**src/rtl/fifo_pkg.sv**
```systemverilog
// rtl/fifo_pkg.sv - shared constants, width helper and count type for the FIFO read packer
// Purpose: default parameter values, a constant clog2 for count widths, and the
//          default-sized fill/byte-count type.
// Ports:   none (package).
package fifo_pkg;

    localparam int DEFAULT_WIDTH   = 8;
    localparam int DEFAULT_PACK    = 4;
    localparam int DEFAULT_TIMEOUT = 16;

    // Number of bits needed to index n distinct values (n >= 1).
    function automatic int clog2(input int n);
        int r;
        r = 0;
        while ((1 << r) < n) begin
            r = r + 1;
        end
        return r;
    endfunction

    // Holds 0..DEFAULT_PACK inclusive.
    typedef logic [clog2(DEFAULT_PACK + 1)-1:0] count_t;

endpackage

```
**src/rtl/fifo_rd_packer_if.sv**
```systemverilog
// rtl/fifo_rd_packer_if.sv - FIFO read port plus packed-word output stream
// Purpose: bundles the FIFO pop handshake and the downstream valid/ready stream.
// Signals: fifo_empty, fifo_rd_en, fifo_data[WIDTH] (registered read, 1-cycle latency);
//          m_data[WIDTH*PACK], m_valid, m_ready, m_bytes[clog2(PACK+1)].
// Modports: master = packer side, slave = FIFO/downstream side.
interface fifo_rd_packer_if
    import fifo_pkg::*;
#(
    parameter int WIDTH = DEFAULT_WIDTH,
    parameter int PACK  = DEFAULT_PACK
);
    localparam int BW = clog2(PACK + 1);

    logic                    fifo_empty;
    logic                    fifo_rd_en;
    logic [WIDTH-1:0]        fifo_data;
    logic [WIDTH*PACK-1:0]   m_data;
    logic                    m_valid;
    logic                    m_ready;
    logic [BW-1:0]           m_bytes;

    modport master (
        input  fifo_empty, fifo_data, m_ready,
        output fifo_rd_en, m_data, m_valid, m_bytes
    );

    modport slave (
        output fifo_empty, fifo_data, m_ready,
        input  fifo_rd_en, m_data, m_valid, m_bytes
    );

endinterface

```
**src/rtl/fifo_rd_outreg.sv**
```systemverilog
// rtl/fifo_rd_outreg.sv - one-entry valid/ready output register with hold under stall
// Purpose: holds one packed word; data/bytes stay stable while valid && !ready.
// Ports:   rd_clk, reset (async, active-high); load_i/data_i/bytes_i load a word
//          (caller only loads when free_o); ready_i downstream accept;
//          valid_o/data_o/bytes_o stream outputs; free_o = register can take a load now.
module fifo_rd_outreg
    import fifo_pkg::*;
#(
    parameter int DW = DEFAULT_WIDTH * DEFAULT_PACK,
    parameter int BW = clog2(DEFAULT_PACK + 1)
) (
    input  logic          rd_clk,
    input  logic          reset,
    input  logic          load_i,
    input  logic [DW-1:0] data_i,
    input  logic [BW-1:0] bytes_i,
    input  logic          ready_i,
    output logic          valid_o,
    output logic [DW-1:0] data_o,
    output logic [BW-1:0] bytes_o,
    output logic          free_o
);
    logic          valid_q, valid_d;
    logic [DW-1:0] data_q, data_d;
    logic [BW-1:0] bytes_q, bytes_d;

    // An accept in the same cycle frees the slot, so a load can chain directly.
    assign free_o = !valid_q || ready_i;

    always_comb begin
        valid_d = valid_q;
        data_d  = data_q;
        bytes_d = bytes_q;
        if (load_i) begin
            valid_d = 1'b1;
            data_d  = data_i;
            bytes_d = bytes_i;
        end else if (ready_i) begin
            // Data/bytes are left as-is after an accept; only valid drops.
            valid_d = 1'b0;
        end
    end

    always_ff @(posedge rd_clk or posedge reset) begin
        if (reset) begin
            valid_q <= 1'b0;
            data_q  <= '0;
            bytes_q <= '0;
        end else begin
            valid_q <= valid_d;
            data_q  <= data_d;
            bytes_q <= bytes_d;
        end
    end

    assign valid_o = valid_q;
    assign data_o  = data_q;
    assign bytes_o = bytes_q;

endmodule

```
**src/rtl/fifo_rd_packer.sv**
```systemverilog
// rtl/fifo_rd_packer.sv - pops FIFO entries and packs PACK of them into one output word
// Purpose: read-domain consumer of the async FIFO. Pops through a registered-read port,
//          assembles PACK entries (first popped in the low lane) and hands the word to a
//          one-entry output register. Optional macro FIFO_RD_PACKER_TIMEOUT_EN adds an
//          idle counter that flushes a partial word after TIMEOUT idle cycles.
// Ports:   rd_clk  read-domain clock
//          reset   asynchronous active-high reset
//          bus     fifo_rd_packer_if.master (FIFO read port + m_* output stream)
module fifo_rd_packer
    import fifo_pkg::*;
#(
    parameter int WIDTH   = DEFAULT_WIDTH,
    parameter int PACK    = DEFAULT_PACK,
    parameter int TIMEOUT = DEFAULT_TIMEOUT
) (
    input  logic             rd_clk,
    input  logic             reset,
    fifo_rd_packer_if.master bus
);
    localparam int CW = clog2(PACK + 1);
    localparam int LW = clog2(PACK);
    localparam int DW = WIDTH * PACK;
    localparam logic [CW-1:0] PACK_C = CW'(PACK);

    logic [CW-1:0]                fill_q, fill_d;
    logic                         inflight_q;
    logic [PACK-1:0][WIDTH-1:0]   asm_q, asm_d;
    logic                         rd_en;
    logic                         load;
    logic [DW-1:0]                load_data;
    logic [CW-1:0]                load_bytes;
    logic                         out_free;

    // Entries already in the assembly plus the one in flight must never exceed
    // PACK, so a full assembly waiting on backpressure stops popping.
    assign rd_en          = !bus.fifo_empty && ((int'(fill_q) + int'(inflight_q)) < PACK);
    assign bus.fifo_rd_en = rd_en;

`ifdef FIFO_RD_PACKER_TIMEOUT_EN
    localparam int TW = clog2(TIMEOUT + 1);

    logic [TW-1:0] idle_q, idle_d;
    logic          flush;

    always_comb begin
        flush  = (idle_q == TW'(TIMEOUT));
        idle_d = idle_q;
        if (inflight_q || fill_q == '0) begin
            idle_d = '0;
        end else if (flush) begin
            // Saturate at TIMEOUT until the output register can take the partial word.
            idle_d = out_free ? '0 : idle_q;
        end else if (bus.fifo_empty) begin
            idle_d = idle_q + TW'(1);
        end
    end

    always_ff @(posedge rd_clk or posedge reset) begin
        if (reset) begin
            idle_q <= '0;
        end else begin
            idle_q <= idle_d;
        end
    end
`else
    logic unused_timeout;
    assign unused_timeout = (TIMEOUT != 0);
`endif

    always_comb begin
        fill_d     = fill_q;
        asm_d      = asm_q;
        load       = 1'b0;
        load_data  = asm_q;
        load_bytes = PACK_C;
        if (inflight_q) begin
            asm_d[fill_q[LW-1:0]] = bus.fifo_data;
            fill_d                = fill_q + CW'(1);
        end
        if (fill_d == PACK_C) begin
            // Covers both a completing arrival and a full assembly held by backpressure.
            if (out_free) begin
                load      = 1'b1;
                load_data = asm_d;
                asm_d     = '0;
                fill_d    = '0;
            end
        end
`ifdef FIFO_RD_PACKER_TIMEOUT_EN
        else if (flush && !inflight_q && out_free) begin
            // Lanes are cleared on every load, so unused lanes of a partial word are zero.
            load       = 1'b1;
            load_data  = asm_q;
            load_bytes = fill_q;
            asm_d      = '0;
            fill_d     = '0;
        end
`endif
    end

    always_ff @(posedge rd_clk or posedge reset) begin
        if (reset) begin
            fill_q     <= '0;
            inflight_q <= 1'b0;
            asm_q      <= '0;
        end else begin
            fill_q     <= fill_d;
            inflight_q <= rd_en;
            asm_q      <= asm_d;
        end
    end

    fifo_rd_outreg #(
        .DW (DW),
        .BW (CW)
    ) u_outreg (
        .rd_clk  (rd_clk),
        .reset   (reset),
        .load_i  (load),
        .data_i  (load_data),
        .bytes_i (load_bytes),
        .ready_i (bus.m_ready),
        .valid_o (bus.m_valid),
        .data_o  (bus.m_data),
        .bytes_o (bus.m_bytes),
        .free_o  (out_free)
    );

endmodule
```
**src/flat_wrapper.sv**
```systemverilog
// flat-port wrapper written by rule: the top's interface ports become plain ports
module fifo_rd_packer_flat import fifo_pkg::*;
#(
    parameter int WIDTH   = DEFAULT_WIDTH,
    parameter int PACK    = DEFAULT_PACK,
    parameter int TIMEOUT = DEFAULT_TIMEOUT
)
  (rd_clk, reset, bus_fifo_empty, bus_fifo_data, bus_m_ready, bus_fifo_rd_en, bus_m_data, bus_m_valid, bus_m_bytes);
  fifo_rd_packer_if #(.WIDTH(WIDTH), .PACK(PACK)) bus_i ();
  input  logic rd_clk;
  input  logic reset;
  input wire logic [$bits(bus_i.fifo_empty)-1:0] bus_fifo_empty;
  input wire logic [$bits(bus_i.fifo_data)-1:0] bus_fifo_data;
  input wire logic [$bits(bus_i.m_ready)-1:0] bus_m_ready;
  output wire logic [$bits(bus_i.fifo_rd_en)-1:0] bus_fifo_rd_en;
  output wire logic [$bits(bus_i.m_data)-1:0] bus_m_data;
  output wire logic [$bits(bus_i.m_valid)-1:0] bus_m_valid;
  output wire logic [$bits(bus_i.m_bytes)-1:0] bus_m_bytes;
  assign bus_i.fifo_empty = bus_fifo_empty;
  assign bus_i.fifo_data = bus_fifo_data;
  assign bus_i.m_ready = bus_m_ready;
  assign bus_fifo_rd_en = bus_i.fifo_rd_en;
  assign bus_m_data = bus_i.m_data;
  assign bus_m_valid = bus_i.m_valid;
  assign bus_m_bytes = bus_i.m_bytes;
  fifo_rd_packer #(.WIDTH(WIDTH), .PACK(PACK), .TIMEOUT(TIMEOUT)) u_core (.rd_clk(rd_clk), .reset(reset), .bus(bus_i));
endmodule
```
**config.mk**
```make
export PLATFORM = sky130hd
export DESIGN_NAME = fifo_rd_packer_flat
export DESIGN_NICKNAME = d
export VERILOG_FILES = /design/src/rtl/fifo_pkg.sv /design/src/rtl/fifo_rd_packer_if.sv /design/src/rtl/fifo_rd_outreg.sv /design/src/rtl/fifo_rd_packer.sv /design/src/flat_wrapper.sv
export SDC_FILE = /design/constraint.sdc
export NUM_CORES = 1
export LEC_CHECK = 0
export BUFFER_PORTS_ARGS = -buffer_cell sky130_fd_sc_hd__buf_2
export CORE_MARGIN = 2
export CORE_UTILIZATION = 35
export DETAILED_ROUTE_END_ITERATION = 16
export PLACE_DENSITY = 0.57
export SYNTH_ARGS = -nofsm -noshare
export SYNTH_HDL_FRONTEND = slang
export SYNTH_HIERARCHICAL = 1
export SYNTH_SLANG_ARGS = --single-unit
```
**constraint.sdc**
```tcl
create_clock -name rd_clk -period 3.2 [get_ports rd_clk]
set_clock_uncertainty 0.05 [all_clocks]
set_input_delay 0.64 -clock rd_clk [delete_from_list [all_inputs] [get_ports rd_clk]]
set_output_delay 0.64 -clock rd_clk [all_outputs]
set_load 0.05 [all_outputs]
```
==> metrics.yaml, run 1 <==
critical_path:
  cpPeakStageDelay_ps: 560
  start_kind: "flip-flop"
  crit_path_start: "u_core/inflight_q$_DFF_PP0_"
  cp_top_family: "multiplexers"
  arrival_ps: 2820
  r2r_slack_ps: 540
  crit_path_cell_trace: "ha_1, nor2b_2, buf_4, nor4b_1, mux2_2, mux2_4"
  required_ps: 3370
  crit_type: "flip-flop to flip-flop"
  r2r-start: "u_core/inflight_q$_DFF_PP0_"
  endpoint_kind: "flip-flop"
  critical_path_buf_inv_count: 1
  slowest_stage: "dfrtp_1"
  path_max_fanout: 34
drt:
  wl_per_cell_um: 16.5
  vias: 2080
  first_pass_iters: 4
  via_per_inst: 4.73
  drtIter0Drc: 94
  drt-total-wl_um: 7260
  ant_nets: 0
  drc: 0
clocking:
  post_cts_resized: 0
  clockBufferDepth: 2
  clock_latency_ps: 330
  cts_setup_buffers: 0
  h-tree-depth: 3
  numCtsBuffers: 9
  ctsHoldBuffers: 0
  cts-root-buf: "clkbuf_8"
  clk_pin_slew_worst_paths_ps: 70
  clock_sinks: 72
  cts_tree: "built"
timing:
  setup_violations: 0
  rsz0062_at_grt: "no"
  clock.fmax_mhz: 376
  hold_viol_final: 0
  period_needed_ps: 2660
  worst_slew_pin_slew_ps: 690
  relSlewSlack_pct: 53.8
  maxSlewViolCount: 0
  tns_ps: 0
  fin_crit_sh_pct: 83.0
placed_design:
  dp_hpwl_um: 4750
  portBuffers: 48
  gp_congestion: 0.770
floorplanning:
  pin_count: 49
  start_util_pct: 36.4
  die_h_um: 105
  rows: 36
  die_x_um: 105
  fp.coreArea_um2: 9860
  die_area_um2: 11100
final_layout:
  multiInputGateArea_um2: 1670
  final_common_cell: "dfrtp_1"
  diodes: 0
  drive_gt1_share_pct: 47.6
  n_fill_cell: 949
  syn_to_final_growth_pct: 14.5
  finalNetCount: 322
  seqCellArea_um2: 1800
  final_cell_mix: "72 x dfrtp_1, 48 x buf_2, 39 x mux2_2, 32 x mux2i_1, 32 x a21oi_1"
logic_synthesis:
  yosysTopAreaCellShare_pct: 50.2
  synth_seq_cells: 72
  syn-mean-instance-area_um2: 14.3
  ys_seq_area_share_pct: 50.2
  synthArstFlopShare_pct: 100
  synth_edf_count: 0
  yosysTopAreaCell: "dfrtp_1"
  synthTopCellsByArea: "dfrtp_1 50%, mux2_2 12%, mux2_4 12%, mux2i_1 8.9%, a21oi_1 4.5%"
  synthCells: 252
  synth_warnings: 6
  synth_top_flop_cell: "dfrtp_1"
  netlist-cell-type-count: 25
  syn_area_um2: 3590
grt:
  grt_pass1_wl_um: 12200
  antenna_found_initial: 0
  grt_max_degree: 37
  overflow: 0
  grt_pass1_vias: 2184
  grtUsageTotal_pct: 14.2
power_and_ir_drop:
  p_total_mw: 4.82
  p_leak_nw: 2.10
  irDropWorstVdd_uv: 398
  p_per_area_nw_per_um2: 1170
min_path:
  holdCritPathClass: "input pin to asynchronous set/reset pin"
run:
  maxCapViolations: 0
status:
  outcome: "complete, no violations"
-- stage by stage --
step	cells	util, %	setup slack [ps]	hold WS, ps	area, um2
after floorplan	253	-	638	464	3600
after global placement	426	39.9	544	441	3940
after detailed placement	426	39.9	570	437	3940
after CTS	440	41.7	552	374	4110
after global routing	440	41.7	356	403	4110
final	440	41.7	543	361	4110
-- layer usage --
metal	vias up	GRT usage [%]	wire length (um)
met1	1026	21.2	3690
met5	-	0	0
li1	1005	-	-
met4	0	4.29	94
met2	40	20.8	3280
met3	9	2.41	193
-- path summary, 6_finish.rpt --
check                                                    endpoint  depth (start not counted)
setup / recovery           u_core/u_outreg/data_o[31]$_DFFE_PP0P_                          6
hold / removal                        u_core/inflight_q$_DFF_PP0_                          3
setup reg to reg           u_core/u_outreg/data_o[31]$_DFFE_PP0P_                          6
hold reg to reg            u_core/u_outreg/data_o[30]$_DFFE_PP0P_                          1
max in group asynchronous   u_core/u_outreg/data_o[3]$_DFFE_PP0P_                          3
min in group rd_clk                   u_core/inflight_q$_DFF_PP0_                          2
-- Yosys cell counts (4+ instances only) --
cell type  number
inv_1           4
mux2_4         29
a21oi_1        32
nor4b_4         4
mux2i_1        32
ha_1            6
clkbuf_1        6
dfrtp_1        72
mux2_2         39
-- worst register-to-register path, cell delays in order, from the launching register on --
cell	delay, ps
dfrtp_1	560
ha_1	340
nor2b_2	220
buf_4	390
nor4b_1	340
mux2_2	390
mux2_4	250
-- cell type report --
cell class	instances	area share [%]
Clock buffer	10	3.10
Inverter	4	0.365
Tap cell	133	4.05
Clock inverter	4	1.16
Multi-Input combinational cell	163	40.6
Sequential cell	72	43.8
Timing Repair Buffer	54	6.94
-- report_power, final --
part,internal [mW],leakage [nW],switching (mW),total (mW)
clock network,0.349,0.0880,0.322,0.671
registers,1.33,0.901,0.236,1.57
logic,0.999,1.11,1.58,2.58
total,2.68,2.10,2.14,4.82
-- cells by family after synthesis --
group | count (synthesis) | synth area share, %
mux | 100 | 33.3
xor+xnor | 2 | 0.697
flops | 72 | 50.2
buf+inv | 18 | 3.76
simple gates | 18 | 4.91
compound gates | 34 | 4.91
fa+ha+maj | 6 | 2.09
other cells | 2 | 0.209
-- flip-flops by register name, summed over array words and instances, names as in the netlist, named ones only --
signal / flops
u_core/inflight_q: 1
u_core/asm_q: 32
u_core/u_outreg/bytes_o: 3
u_core/fill_q: 2
u_core/u_outreg/valid_o: 1
u_core/u_outreg/data_o: 32
(Power assumes the default switching activity.)
==> run 2, diff against run 1 <==
--- a/config.mk
+++ b/config.mk
@@ -5,11 +5,12 @@
 export SDC_FILE = /design/constraint.sdc
 export NUM_CORES = 1
 export LEC_CHECK = 0
+export ABC_AREA = 1
 export BUFFER_PORTS_ARGS = -buffer_cell sky130_fd_sc_hd__buf_2
 export CORE_MARGIN = 2
 export CORE_UTILIZATION = 35
 export DETAILED_ROUTE_END_ITERATION = 16
-export PLACE_DENSITY = 0.57
+export PLACE_DENSITY = 0.56
 export SYNTH_ARGS = -nofsm -noshare
 export SYNTH_HDL_FRONTEND = slang
 export SYNTH_HIERARCHICAL = 1
==> constraint.sdc (replaced) <==
create_clock -name rd_clk -period 2.5 [get_ports rd_clk]
set_clock_uncertainty 0.05 [all_clocks]
set_input_delay 0.5 -clock rd_clk [delete_from_list [all_inputs] [get_ports rd_clk]]
set_output_delay 0.5 -clock rd_clk [all_outputs]
set_load 0.05 [all_outputs]
==> run 2 against run 1 <==
Effect of this change:
- synthesized cell count rose to 3.0 times the previous value
- final area rose by 29%
- worst hold slack got worse by 140 ps
- power rose by 71%
- utilization down 1.6 points
- via count grew 110%
- combinational power rose by 91%
- critical path depth decreased by 2
- count of clock-buffer cells in the layout rose by 4
- non-clock buffer count is 12 higher
==> metrics.yaml, run 2 <==
grt:
  overflow: 0
  antenna_found_initial: 0
  grt_pass1_vias: 4108
  grt_pass1_wl_um: 21000
  grtUsageTotal_pct: 18.2
  grt_max_degree: 67
logic_synthesis:
  ys_seq_area_share_pct: 37.8
  synthTopCellsByArea: "dfrtp_1 38%, nand2_1 29%, nand3_1 14%, inv_1 6.4%, nor2_1 2.6%"
  yosysTopAreaCellShare_pct: 37.8
  synthCells: 749
  synth_edf_count: 0
  syn_area_um2: 4760
  synth_seq_cells: 72
  synth_top_flop_cell: "dfrtp_1"
  synthArstFlopShare_pct: 100
  yosysMostFrequentCell: "nand2_1"
  synth_common_cells: "364 x nand2_1, 129 x nand3_1, 81 x inv_1"
  yosysTopAreaCell: "dfrtp_1"
  netlist-cell-type-count: 20
  synth_warnings: 6
  syn-mean-instance-area_um2: 6.36
floorplanning:
  die_area_um2: 14600
  die_x_um: 121
  fp.coreArea_um2: 13200
  die_h_um: 121
  rows: 42
  start_util_pct: 36.0
  pin_count: 49
drt:
  drtIter0Drc: 344
  drc: 0
  vias: 4409
  ant_nets: 0
  via_per_inst: 4.59
  wl_per_cell_um: 12.6
  drt-total-wl_um: 12100
  first_pass_iters: 5
critical_path:
  cpPeakStageDelay_ps: 440
  r2r_slack_ps: 500
  start_kind: "flip-flop"
  arrival_ps: 1630
  crit_type: "flip-flop to output pin"
  crit_path_cell_trace: "ha_1, a211o_1, inv_1, buf_2"
  required_ps: 1950
  slowest_stage: "dfrtp_1"
  path_max_fanout: 5
  endpoint_kind: "output pin"
final_layout:
  drive_gt1_share_pct: 11.7
  final_util_pct: 40.1
  finalNetCount: 798
  design_area_um2: 5310
  fin_cells: 960
  final_common_cell: "nand2_1"
  n_fill_cell: 1481
  final_cell_mix: "361 x nand2_1, 129 x nand3_1, 81 x inv_1, 72 x dfrtp_1, 48 x buf_2"
  diodes: 0
  syn_to_final_growth_pct: 11.4
clocking:
  ctsHoldBuffers: 0
  cts-root-buf: "clkbuf_16"
  cts_setup_buffers: 0
  clock_sinks: 72
  clk_pin_slew_worst_paths_ps: 60
  clockBufferDepth: 2
  h-tree-depth: 3
  clock_latency_ps: 340
  numCtsBuffers: 9
  cts_tree: "built"
  post_cts_resized: 0
power_and_ir_drop:
  swShare_pct: 53.7
  seqPwrFrac_pct: 25.9
  p_leak_nw: 3.23
  irDropWorstVdd_uv: 694
  p_comb_share_pct: 60.1
  p_int_mw: 3.81
  p_clk_share_pct: 14.0
  p_per_area_nw_per_um2: 1550
  p_switching_mw: 4.41
timing:
  hold_viol_final: 0
  worst_slew_pin_slew_ps: 697
  maxSlewViolCount: 0
  clock.fmax_mhz: 458
  setup_violations: 0
  rsz0062_at_grt: "no"
  fin_crit_sh_pct: 87.3
  period_needed_ps: 2180
  relSlewSlack_pct: 53.5
  tns_ps: 0
placed_design:
  portBuffers: 48
  dp_hpwl_um: 7810
  placed_area_um2: 5060
  dp.cells: 945
  gp_congestion: 0.760
min_path:
  holdCritPathClass: "input pin to asynchronous set/reset pin"
status:
  outcome: "complete, no violations"
run:
  maxCapViolations: 0
[run 2: cell count changes after synthesis, moves of 31 or more]
cell,change
a21oi_1,-32
inv_1,+77
mux2_2,-39
mux2i_1,-32
nand2_1,+362
nand3_1,+129
nor2_1,+31
[run 2: critical path: cells and delay by family, from the launching register on]
kind                       cells  cell delay (ps)
buffers and inverters          2              330
AOI/OAI and AO/OA              1              280
adders and majority gates      1              240
DFF                            1              440
[run 2: through the flow]
stage	setup WS, ps	hold WS, ps	power, mW
floorplan	490	480	6.22
global placement	578	403	7.10
detailed placement	501	404	7.13
CTS	299	229	8.31
global route	225	286	9.11
finish	318	217	8.22
[run 2: power groups by stage]
stage / Sequential (mW) / Clock [mW] / Combinational, mW
2_1_floorplan: 3.05 / 0 / 3.16
3_3_place_gp: 2.15 / 0 / 4.95
3_5_place_dp: 2.15 / 0 / 4.97
4_1_cts: 2.14 / 1.19 / 4.99
5_1_grt: 2.21 / 1.24 / 5.66
6_report: 2.13 / 1.15 / 4.94
[run 2: kinds of logic after synthesis]
kind of cell             synth area share [%]
AND/OR/NAND/NOR                          46.3
buffers and inverters                    13.6
flip-flops                               37.8
adder cells (fa/ha/maj)                  1.58
AO/OA/AOI/OAI                           0.526
other                                   0.158
[run 2: final timing paths]
| path | from | end | cells past startpoint |
|---|---|---|---|
| max in group asynchronous | reset | u_core/asm_q[22]$_DFF_PP0_ | 3 |
| worst max-delay path | u_core/fill_q[0]$_DFF_PP0_ | bus_fifo_rd_en | 4 |
| worst min-delay path | reset | u_core/u_outreg/bytes_o[1]$_DFFE_PP0P_ | 3 |
| min in group rd_clk | bus_fifo_empty | u_core/inflight_q$_DFF_PP0_ | 3 |
| worst min register to register | u_core/u_outreg/bytes_o[0]$_DFFE_PP0P_ | u_core/u_outreg/bytes_o[0]$_DFFE_PP0P_ | 2 |
| worst max register to register | u_core/fill_q[1]$_DFF_PP0_ | u_core/u_outreg/data_o[28]$_DFFE_PP0P_ | 11 |
[run 2: metal layers]
layer	wire length (um)	up-vias	global-route usage (%)
li1	-	2333	-
met1	6140	1967	26.8
met2	5250	95	26.4
met3	572	14	3.92
met4	157	0	5.96
met5	0	-	0
[run 2: layout make-up]
class	instances	area, um2	area share [%]
tap	176	220	4.15
clock buffer	14	244	4.60
clock inverter	1	5.00	0.0943
timing repair buffer	66	388	7.31
sequential	72	1800	34.0
multi-input combinational	549	2330	43.9
inverter	82	315	5.94
==> run 3, diff against run 2 <==
--- a/config.mk
+++ b/config.mk
@@ -5,12 +5,11 @@
 export SDC_FILE = /design/constraint.sdc
 export NUM_CORES = 1
 export LEC_CHECK = 0
-export ABC_AREA = 1
 export BUFFER_PORTS_ARGS = -buffer_cell sky130_fd_sc_hd__buf_2
 export CORE_MARGIN = 2
 export CORE_UTILIZATION = 35
 export DETAILED_ROUTE_END_ITERATION = 16
-export PLACE_DENSITY = 0.56
+export PLACE_DENSITY = 0.57
 export SYNTH_ARGS = -nofsm -noshare
 export SYNTH_HDL_FRONTEND = slang
 export SYNTH_HIERARCHICAL = 1
==> run 3 against run 2 <==
Effect of this change:
- global-route usage fell by 3.8 points
- via count decreased by 51%
- critical path depth is 3 higher
- non-clock buffer count stayed put
- routed wire length shrank 38%
- final area is 20% lower
- largest cell class is now flip-flops and latches
==> metrics.yaml, run 3 (synthesis gave the netlist of run 1 again) <==
power_and_ir_drop:
  p_leak_nw: 2.18
  irDropWorstVdd_uv: 477
  p_per_area_nw_per_um2: 1490
  p_total_mw: 6.37
critical_path:
  start_kind: "flip-flop"
  path_max_fanout: 19
  cpPeakStageDelay_ps: 460
  crit_type: "flip-flop to flip-flop"
  reg2reg_depth: 7
  required_ps: 2690
  critPathCapture: "u_core/u_outreg/data_o[7]$_DFFE_PP0P_"
  slowest_stage: "dfrtp_1"
  crit_path_start: "u_core/fill_q[1]$_DFF_PP0_"
  r2r-end: "u_core/u_outreg/data_o[7]$_DFFE_PP0P_"
  r2r_slack_ps: 150
  endpoint_kind: "flip-flop"
  arrival_ps: 2540
  crit_path_cell_trace: "inv_1, ha_1, nand2b_1, o2bb2ai_2, and2_2, buf_12, mux2_2"
  r2r-start: "u_core/fill_q[1]$_DFF_PP0_"
timing:
  setup_violations: 0
  fin_crit_sh_pct: 94.0
  hold_viol_final: 0
  period_needed_ps: 2350
  relSlewSlack_pct: 50.7
  whs_ps: 202
  tns_ps: 0
  worst_slew_pin_slew_ps: 738
  clock.fmax_mhz: 425
  rsz0062_at_grt: "no"
  setup_slack_ps: 150
  maxSlewViolCount: 0
final_layout:
  final_util_pct: 43.2
  drive_gt1_share_pct: 49.8
  finalNetCount: 334
  fin_cells: 454
  final_common_cell: "dfrtp_1"
  final_cell_mix: "72 x dfrtp_1, 48 x buf_2, 39 x mux2_2, 32 x mux2i_1, 32 x a21oi_1"
  syn_to_final_growth_pct: 18.7
  diodes: 0
  design_area_um2: 4260
floorplanning:
  die_x_um: 105
  rows: 36
  start_util_pct: 36.4
  die_area_um2: 11100
  die_h_um: 105
  fp.coreArea_um2: 9860
  pin_count: 49
placed_design:
  portBuffers: 48
  dp.cells: 438
  post-place-ws_ps: 149
  placed_area_um2: 4070
  dp_hpwl_um: 5040
  gp_congestion: 0.759
clocking:
  post_cts_resized: 0
  clock_sinks: 72
  clk_pin_slew_worst_paths_ps: 80
  clockBufferDepth: 2
  cts_tree: "built"
  numCtsBuffers: 9
  cts-root-buf: "clkbuf_8"
  clock_latency_ps: 360
  cts_setup_buffers: 0
  ctsHoldBuffers: 0
  h-tree-depth: 3
drt:
  drtIter0Drc: 50
  via_per_inst: 4.80
  drc: 0
  first_pass_iters: 4
  ant_nets: 0
  drt-total-wl_um: 7550
  wl_per_cell_um: 16.6
  vias: 2179
grt:
  grt_pass1_wl_um: 12300
  grt_max_degree: 37
  grtUsageTotal_pct: 14.4
  grt_pass1_vias: 2243
  overflow: 0
  antenna_found_initial: 0
min_path:
  holdCritPathClass: "input pin to asynchronous set/reset pin"
run:
  maxCapViolations: 0
status:
  outcome: "complete, no violations"
run 3: cell count changes in the layout (fill, tap and decap cells not counted), sizes merged, moves of 2 or more:
cell,change
a21oi,+32
clkbuf,-3
clkinv,+2
inv,-78
mux2,+68
mux2i,+32
nand2,-368
nand2b,+3
nand3,-129
nor2,-32
nor4b,+5
run 3: report_power, final:
| part | leakage [nW] | internal, mW | switching [mW] |
|---|---|---|---|
| combinational | 1.18 | 1.37 | 2.06 |
| sequential | 0.901 | 1.71 | 0.300 |
| clock | 0.0993 | 0.487 | 0.451 |
run 3: worst max-delay path: cells and delay by family, from the launching register on:
kind / cells / cell delay (ps)
AND/OR/NAND/NOR: 2 / 460
flip-flops: 1 / 460
multiplexers: 1 / 350
AO/OA/AOI/OAI: 1 / 150
buffers and inverters: 2 / 300
adder cells (fa/ha/maj): 1 / 450
run 3: final cells by class:
| class | count | area, um2 |
|---|---|---|
| Fill cell | 930 | 5600 |
| Sequential cell | 72 | 1800 |
| Multi-Input combinational cell | 163 | 1670 |
| Timing Repair Buffer | 66 | 413 |
| Tap cell | 133 | 166 |
| Clock buffer | 11 | 141 |
| Clock inverter | 5 | 56.3 |
| Inverter | 4 | 15.0 |
run 3: worst min path at each step:
| stage | startpoint | end | slack, ps |
|---|---|---|---|
| 2_1_floorplan | u_core/asm_q[10]$_DFF_PP0_ | u_core/asm_q[10]$_DFF_PP0_ | 460 |
| 3_3_place_gp | u_core/u_outreg/bytes_o[2]$_DFFE_PP0P_ | u_core/u_outreg/bytes_o[2]$_DFFE_PP0P_ | 440 |
| 3_5_place_dp | u_core/u_outreg/data_o[25]$_DFFE_PP0P_ | u_core/u_outreg/data_o[25]$_DFFE_PP0P_ | 440 |
| 4_1_cts | reset | u_core/inflight_q$_DFF_PP0_ | 220 |
| 5_1_grt | reset | u_core/asm_q[13]$_DFF_PP0_ | 250 |
| 6_report | reset | u_core/inflight_q$_DFF_PP0_ | 200 |
run 3: layer usage:
layer  share of wire, %  track usage [%]  up-vias
met1                 50             20.1     1102
met3                3.5             3.65        8
met4                1.2             5.14        0
met5                  0                0        -
met2                 45             21.7       41
li1                   -                -     1028
